--- config.mk ---
export PLATFORM = sky130hd
export DESIGN_NAME = sha256_stream_core
export DESIGN_NICKNAME = d
export VERILOG_FILES = /design/src/rtl/sha256_pkg.sv /design/src/rtl/sha256_round.sv /design/src/rtl/sha256_stream_core.sv
export SDC_FILE = /design/constraint.sdc
export NUM_CORES = 2
export LEC_CHECK = 0
export CORE_ASPECT_RATIO = 1.2
export CORE_MARGIN = 1
export CORE_UTILIZATION = 29
export DETAILED_ROUTE_END_ITERATION = 8
export SETUP_SLACK_MARGIN = 0.2
export SKIP_CTS_REPAIR_TIMING = 1
export SYNTH_ARGS = -nofsm -noshare
export SYNTH_HDL_FRONTEND = slang
export SYNTH_SLANG_ARGS = --single-unit
--- constraint.sdc ---
create_clock -name clk -period 7.6 [get_ports clk]
set_input_delay 2.28 -clock clk [delete_from_list [all_inputs] [get_ports clk]]
set_output_delay 2.28 -clock clk [all_outputs]
set_load 0.005 [all_outputs]
--- src/rtl/sha256_pkg.sv ---
// sha256_pkg: shared constants and helper functions for the SHA-256 stream core.
// Optional SHA224_EN macro adds the SHA-224 initial hash value.
package sha256_pkg;

  // FSM encoding kept as plain constants so older blocks can compare against them
  typedef logic [1:0] state_t;
  localparam state_t S_IDLE   = 2'd0;
  localparam state_t S_ROUNDS = 2'd1;
  localparam state_t S_UPDATE = 2'd2;
  localparam state_t S_OUT    = 2'd3;

  // Index 0 is H0 / working var a, so the packed value maps straight onto out_hash
  typedef logic [0:7][31:0] hash_t;

  localparam hash_t SHA256_IV = {
    32'h6a09e667, 32'hbb67ae85, 32'h3c6ef372, 32'ha54ff53a,
    32'h510e527f, 32'h9b05688c, 32'h1f83d9ab, 32'h5be0cd19};

`ifdef SHA224_EN
  localparam hash_t SHA224_IV = {
    32'hc1059ed8, 32'h367cd507, 32'h3070dd17, 32'hf70e5939,
    32'hffc00b31, 32'h68581511, 32'h64f98fa7, 32'hbefa4fa4};
`endif

  localparam logic [31:0] K [64] = '{
    32'h428a2f98, 32'h71374491, 32'hb5c0fbcf, 32'he9b5dba5, 32'h3956c25b, 32'h59f111f1, 32'h923f82a4, 32'hab1c5ed5,
    32'hd807aa98, 32'h12835b01, 32'h243185be, 32'h550c7dc3, 32'h72be5d74, 32'h80deb1fe, 32'h9bdc06a7, 32'hc19bf174,
    32'he49b69c1, 32'hefbe4786, 32'h0fc19dc6, 32'h240ca1cc, 32'h2de92c6f, 32'h4a7484aa, 32'h5cb0a9dc, 32'h76f988da,
    32'h983e5152, 32'ha831c66d, 32'hb00327c8, 32'hbf597fc7, 32'hc6e00bf3, 32'hd5a79147, 32'h06ca6351, 32'h14292967,
    32'h27b70a85, 32'h2e1b2138, 32'h4d2c6dfc, 32'h53380d13, 32'h650a7354, 32'h766a0abb, 32'h81c2c92e, 32'h92722c85,
    32'ha2bfe8a1, 32'ha81a664b, 32'hc24b8b70, 32'hc76c51a3, 32'hd192e819, 32'hd6990624, 32'hf40e3585, 32'h106aa070,
    32'h19a4c116, 32'h1e376c08, 32'h2748774c, 32'h34b0bcb5, 32'h391c0cb3, 32'h4ed8aa4a, 32'h5b9cca4f, 32'h682e6ff3,
    32'h748f82ee, 32'h78a5636f, 32'h84c87814, 32'h8cc70208, 32'h90befffa, 32'ha4506ceb, 32'hbef9a3f7, 32'hc67178f2};

  function automatic logic [31:0] rotr(input logic [31:0] x, input int n);
    return (x >> n) | (x << (32 - n));
  endfunction

  function automatic logic [31:0] big_sigma0(input logic [31:0] x);
    return rotr(x, 2) ^ rotr(x, 13) ^ rotr(x, 22);
  endfunction

  function automatic logic [31:0] big_sigma1(input logic [31:0] x);
    return rotr(x, 6) ^ rotr(x, 11) ^ rotr(x, 25);
  endfunction

  function automatic logic [31:0] small_sigma0(input logic [31:0] x);
    return rotr(x, 7) ^ rotr(x, 18) ^ (x >> 3);
  endfunction

  function automatic logic [31:0] small_sigma1(input logic [31:0] x);
    return rotr(x, 17) ^ rotr(x, 19) ^ (x >> 10);
  endfunction

  function automatic logic [31:0] ch(input logic [31:0] x, input logic [31:0] y, input logic [31:0] z);
    return (x & y) ^ (~x & z);
  endfunction

  function automatic logic [31:0] maj(input logic [31:0] x, input logic [31:0] y, input logic [31:0] z);
    return (x & y) ^ (x & z) ^ (y & z);
  endfunction

endpackage

--- src/rtl/sha256_round.sv ---
// sha256_round: one combinational SHA-256 compression round.
// Chained ROUNDS_PER_CYCLE deep inside sha256_stream_core.
module sha256_round
  import sha256_pkg::*;
(
  input  logic [31:0] i_a,
  input  logic [31:0] i_b,
  input  logic [31:0] i_c,
  input  logic [31:0] i_d,
  input  logic [31:0] i_e,
  input  logic [31:0] i_f,
  input  logic [31:0] i_g,
  input  logic [31:0] i_h,
  input  logic [31:0] i_k,
  input  logic [31:0] i_w,
  output logic [31:0] o_a,
  output logic [31:0] o_b,
  output logic [31:0] o_c,
  output logic [31:0] o_d,
  output logic [31:0] o_e,
  output logic [31:0] o_f,
  output logic [31:0] o_g,
  output logic [31:0] o_h
);
  logic [31:0] w_t1, w_t2;

  // The two temporaries of the round; everything else is a register rename
  always_comb begin
    w_t1 = i_h + big_sigma1(i_e) + ch(i_e, i_f, i_g) + i_k + i_w;
    w_t2 = big_sigma0(i_a) + maj(i_a, i_b, i_c);
  end

  assign o_a = w_t1 + w_t2;
  assign o_b = i_a;
  assign o_c = i_b;
  assign o_d = i_c;
  assign o_e = i_d + w_t1;
  assign o_f = i_e;
  assign o_g = i_f;
  assign o_h = i_g;
endmodule

--- src/rtl/sha256_stream_core.sv ---
// sha256_stream_core: streaming SHA-256 over pre-padded 512-bit blocks with
// intermediate-hash chaining, valid/ready on both sides and a rolling 16-word
// message schedule. ROUNDS_PER_CYCLE (1/2/4) rounds are evaluated per clock.
// Optional SHA224_EN macro adds in_mode224 for SHA-224 digests.
module sha256_stream_core
  import sha256_pkg::*;
#(
  parameter int ROUNDS_PER_CYCLE = 1
) (
  input  logic         clk,
  input  logic         rst,
  input  logic         ena,
  input  logic         in_valid,
  output logic         in_ready,
  input  logic [511:0] in_block,
  input  logic         in_first,
  input  logic         in_last,
`ifdef SHA224_EN
  input  logic         in_mode224,
`endif
  output logic         out_valid,
  input  logic         out_ready,
  output logic [255:0] out_hash,
  output logic         busy
);
  localparam int NROUND_CYC = 64 / ROUNDS_PER_CYCLE;
  localparam logic [5:0] LAST_CYC = 6'(NROUND_CYC - 1);

  if (!(ROUNDS_PER_CYCLE == 1 || ROUNDS_PER_CYCLE == 2 || ROUNDS_PER_CYCLE == 4)) begin : g_bad_rpc
    $error("sha256_stream_core: ROUNDS_PER_CYCLE must be 1, 2 or 4");
  end

  state_t            r_state;
  logic [5:0]        r_cnt;
  hash_t             r_h;
  hash_t             r_wv;
  logic [0:15][31:0] r_w;
  logic              r_last;
  logic              r_out_valid;
  logic [255:0]      r_out_hash;

  hash_t             w_iv;
  hash_t             w_sum;
  logic [255:0]      w_digest;
  logic [31:0]       w_ext [0:15+ROUNDS_PER_CYCLE];
  logic [0:15][31:0] w_w_nxt;
  hash_t             w_st [0:ROUNDS_PER_CYCLE];

`ifdef SHA224_EN
  logic r_mode224;
  logic w_mode;
  // Mode is latched with the first block, later blocks reuse it
  assign w_mode   = in_first ? in_mode224 : r_mode224;
  assign w_iv     = w_mode ? SHA224_IV : SHA256_IV;
  assign w_digest = r_mode224 ? {w_sum[0:6], 32'h0} : w_sum;
`else
  assign w_iv     = SHA256_IV;
  assign w_digest = w_sum;
`endif

  // Extend the window by ROUNDS_PER_CYCLE words; later new words depend on
  // earlier ones from the same cycle, so they are built in order
  always_comb begin
    for (int i = 0; i < 16; i++) w_ext[i] = r_w[i];
    for (int j = 0; j < ROUNDS_PER_CYCLE; j++)
      w_ext[16+j] = small_sigma1(w_ext[14+j]) + w_ext[9+j] + small_sigma0(w_ext[1+j]) + w_ext[j];
    for (int i = 0; i < 16; i++) w_w_nxt[i] = w_ext[i+ROUNDS_PER_CYCLE];
  end

  // Chaining sum H + working vars, used by the update state
  always_comb begin
    for (int i = 0; i < 8; i++) w_sum[i] = r_h[i] + r_wv[i];
  end

  assign w_st[0] = r_wv;

  for (genvar g = 0; g < ROUNDS_PER_CYCLE; g++) begin : g_rnd
    logic [31:0] w_k;
    logic [31:0] w_na, w_nb, w_nc, w_nd, w_ne, w_nf, w_ng, w_nh;
    assign w_k = K[r_cnt * 6'(ROUNDS_PER_CYCLE) + 6'(g)];
    sha256_round u_rnd (
      .i_a(w_st[g][0]), .i_b(w_st[g][1]), .i_c(w_st[g][2]), .i_d(w_st[g][3]),
      .i_e(w_st[g][4]), .i_f(w_st[g][5]), .i_g(w_st[g][6]), .i_h(w_st[g][7]),
      .i_k(w_k), .i_w(w_ext[g]),
      .o_a(w_na), .o_b(w_nb), .o_c(w_nc), .o_d(w_nd),
      .o_e(w_ne), .o_f(w_nf), .o_g(w_ng), .o_h(w_nh)
    );
    assign w_st[g+1] = {w_na, w_nb, w_nc, w_nd, w_ne, w_nf, w_ng, w_nh};
  end

  // Control FSM plus all datapath registers; ena low freezes everything
  always_ff @(posedge clk) begin
    if (rst) begin
      r_state     <= S_IDLE;
      r_cnt       <= '0;
      r_h         <= SHA256_IV;
      r_wv        <= '0;
      r_w         <= '0;
      r_last      <= 1'b0;
      r_out_valid <= 1'b0;
      r_out_hash  <= '0;
`ifdef SHA224_EN
      r_mode224   <= 1'b0;
`endif
    end else if (ena) begin
      case (r_state)
        S_IDLE: begin
          if (in_valid) begin
            r_wv    <= in_first ? w_iv : r_h;
            if (in_first) r_h <= w_iv;
`ifdef SHA224_EN
            if (in_first) r_mode224 <= in_mode224;
`endif
            r_w     <= in_block;
            r_last  <= in_last;
            r_cnt   <= '0;
            r_state <= S_ROUNDS;
          end
        end
        S_ROUNDS: begin
          r_wv <= w_st[ROUNDS_PER_CYCLE];
          r_w  <= w_w_nxt;
          if (r_cnt == LAST_CYC) begin
            r_cnt   <= '0;
            r_state <= S_UPDATE;
          end else begin
            r_cnt <= r_cnt + 6'd1;
          end
        end
        S_UPDATE: begin
          r_h <= w_sum;
          if (r_last) begin
            r_out_hash  <= w_digest;
            r_out_valid <= 1'b1;
            r_state     <= S_OUT;
          end else begin
            r_state <= S_IDLE;
          end
        end
        S_OUT: begin
          if (out_ready) begin
            r_out_valid <= 1'b0;
            r_state     <= S_IDLE;
          end
        end
        default: r_state <= S_IDLE;
      endcase
    end
  end

  assign in_ready  = ena && (r_state == S_IDLE);
  assign busy      = (r_state != S_IDLE);
  assign out_valid = r_out_valid;
  assign out_hash  = r_out_hash;
endmodule

==> reports/qor.yml <==
final_cell_area_sq_um: 98120
power_switching_uw: 17510
p_comb_share_pct: 61.2
p_seq_share_pct: 19.2
endpoint_kind: "register"
finalWeightedCongestion: 1.016
placed_area_sq_um: 92500
p_int_uw: 23020
synthArstFlopShare_pct: 0
ir_worst_vdd_uv: 727.7
cts.clk_slew.worst_paths_ns: 0.06
dp_cells: 14220
fin_crit_ns: 7.068
final_cell_count_no_fill: 14520
yosysUniqueCellTypes: 89
synthMuxAreaShare_pct: 0.9377
die-area_sq_um: 275000
seq_area_frac_synth_pct: 32.64
hold_end: "r_w[388]$_SDFFE_PP0P_"
max_stage_delay_ns: 0.55
r2r_setup_slack_ns: 0.53
io_buffers: 777
leakage_uw: 0.03874
tritoncts: "done"
vias: 78550
grt_usage_pct: 26.39
clkSinkCount: 1290
r2r.worst_path.cells: 32
drive_gt1_share_pct: 8.032
start_util_pct: 29.24
fp.dieH_um: 574.2
cts_made_buffers: 159
insertion_delay_ns: 0.88
maxCapViolations: 0
status: "completed"
whs_ns: 0.4304
routed_wl_mm: 376.9
synth_ff_type: "dfxtp_1"
netlist_top_cells_area: "dfxtp_1 (33%), nand2_1 (8.4%), ha_1 (6.3%)"
hold_depth: 2
skew_ns: 0.08668
startpoint_type: "register"
required_ns: 8.34
ys_seq_elements: 1290
synth_compound_area_share_pct: 22.32
finalMaxSlewViolations: 0
synth_adder_area_share_pct: 11.52
hold_start: "r_w[356]$_SDFFE_PP0P_"
worst_pin_slew_ns: 1.291
cts-root-buf: "clkbuf_16"
synth_top_family_by_area: "compound AO/OA/AOI/OAI gates"
cellPowerDensity_nw_per_um2: 413.0
netlist_instances: 10200
drtIter0Drc: 7866
hold_viol_final: 0
path_class: "reg2reg"
finalCritPeriodShare_pct: 93.00
die_w_um: 478.8
vias_per_cell: 5.410
yosysTopAreaCellShare_pct: 32.64
rr_endpoint: "r_wv[255]$_SDFFE_PP0P_"
grt.overflow.total: 0
yosysWarningCount: 0
setup_viol_count_final: 0
reg2reg_from: "r_wv[122]$_SDFFE_PP0P_"
synth_fp_nets: 11310
p_clk_share_pct: 19.5
rsz0062_at_grt: "yes"
max_freq_ghz: 0.1415
firstDrtPassIters: 8
slowest_stage: "fa_1"
clockBufferDepth: 4
crit_fanout: 4
area_growth_pct: 24.00
final_antenna_net_count: 0
synth-simple-area-share_pct: 20.10
switching_share_pct: 43.20
synth-xor-area-share_pct: 6.543
grt_max_degree: 249
yosys-top-cells-count: "nand2_1 (1770), dfxtp_1 (1290), nor2_1 (1268)"
syn_avg_cell_area_sq_um: 7.760
drc: 0
fin_setup_tns_ns: 0
place.detailed.hpwl_mm: 289.1
yosysMostFrequentCell: "nand2_1"
htreeDepth: 4
slew_headroom_pct: 13.65
fin_nets: 11910
core_sq_um: 270700
grt_pass1_wl_mm: 532.5
row_count: 209
antenna_found_initial: 72
synth_edf_count: 0
cp.arrival_ns: 7.81
hold_class: "reg2reg"
pin_count: 778
synth_area_leader_cell: "dfxtp_1"
syn_area_sq_um: 79130
path_common_cell: "fa_1"
grt_pass1_vias: 73380
wire_per_inst_um: 25.95
-- flip-flops by register name (all words and copies together) (netlist names) --
signal and flops:
r_w 512, out_hash 256, r_h 256, r_wv 256
r_cnt 6, r_state 2, out_valid 1, r_last 1
-- power by group through the flow --
stage          sequential (uW)  combinational, uW  clock, uW
3_3_place_gp              7910              23400          0
5_1_grt                   7810              26700       8320
4_1_cts                   7770              23500       8050
6_report                  7790              24800       7920
3_5_place_dp              7920              23400          0
2_1_floorplan             7530              14000          0
-- per-stage QoR --
step / utilization [%] / setup WS (ns) / power (uW)
floorplan: - / 0.2228 / 21500
global placement: 34.18 / 0.001555 / 31320
detailed placement: 34.18 / -0.01492 / 31290
CTS: 36.10 / -0.008612 / 39350
global route: 36.24 / 0.1361 / 42840
finish: 36.25 / 0.5321 / 40520
-- worst max-delay path by stage --
| stage | endpoint | cells after the start | start | slack, ns |
|---|---|---|---|---|
| finish | r_wv[255]$_SDFFE_PP0P_ | 32 | r_wv[122]$_SDFFE_PP0P_ | 0.53 |
| global route | r_wv[252]$_SDFFE_PP0P_ | 36 | r_cnt[1]$_SDFFE_PP0P_ | 0.14 |
| CTS | r_wv[248]$_SDFFE_PP0P_ | 36 | r_cnt[0]$_SDFFE_PP0P_ | -0.009 |
| detailed placement | r_wv[248]$_SDFFE_PP0P_ | 36 | r_cnt[0]$_SDFFE_PP0P_ | -0.01 |
| global placement | r_wv[248]$_SDFFE_PP0P_ | 36 | r_cnt[0]$_SDFFE_PP0P_ | 0.002 |
| floorplan | r_wv[248]$_SDFFE_PP0P_ | 37 | r_cnt[0]$_SDFFE_PP0P_ | 0.22 |
-- cells by family (layout without fill, tap and decap cells) --
logic type	Yosys count	count (layout)
multiplexers	59	59
flip-flops	1290	1290
buffers and inverters	1253	1962
other	0	27
AND/OR/NAND/NOR	3805	3805
XOR/XNOR	588	588
adder cells (fa/ha/maj)	616	616
AO/OA/AOI/OAI	2586	2586
-- placed cells by master, fill, tap and decap left out, drive strengths merged, types with 351 or more instances in the layout --
| cell type | instances |
|---|---|
| ha | 399 |
| o21ai | 351 |
| clkdlybuf4s50 | 775 |
| nand2 | 1770 |
| nor2 | 1268 |
| a21oi | 734 |
| a311oi | 560 |
| buf | 476 |
| dfxtp | 1290 |
| inv | 455 |
| xnor2 | 386 |
-- critical path: cells and delay by family, from the launching register on --
kind	cells	cell delay, ns
adders and majority gates	7	2.64
AOI/OAI and AO/OA	12	2.43
xor gates and xnor gates	4	0.83
buffers and inverters	4	0.39
and+or+nand+nor	5	0.37
DFF	1	0.34
-- cell type report --
class / count / area (sq um)
clock inverters: 56 / 804.5
inverters: 445 / 1675
repair buffers: 1251 / 11880
clock buffers: 210 / 4400
flip-flops and latches: 1290 / 25830
well taps: 3587 / 4488
fillers: 28470 / 172500
diodes: 27 / 67.56
multi-input cells: 7654 / 48970
-- layer usage --
layer	global-route usage, %	share of wire [%]	vias up
li1	-	-	36720
met1	30.83	38	37370
met2	44.37	47	3565
met3	5.646	8.3	830
met4	15.21	6.7	66
met5	0	0.12	-
Note: power is estimated with default switching activity, not from simulation.
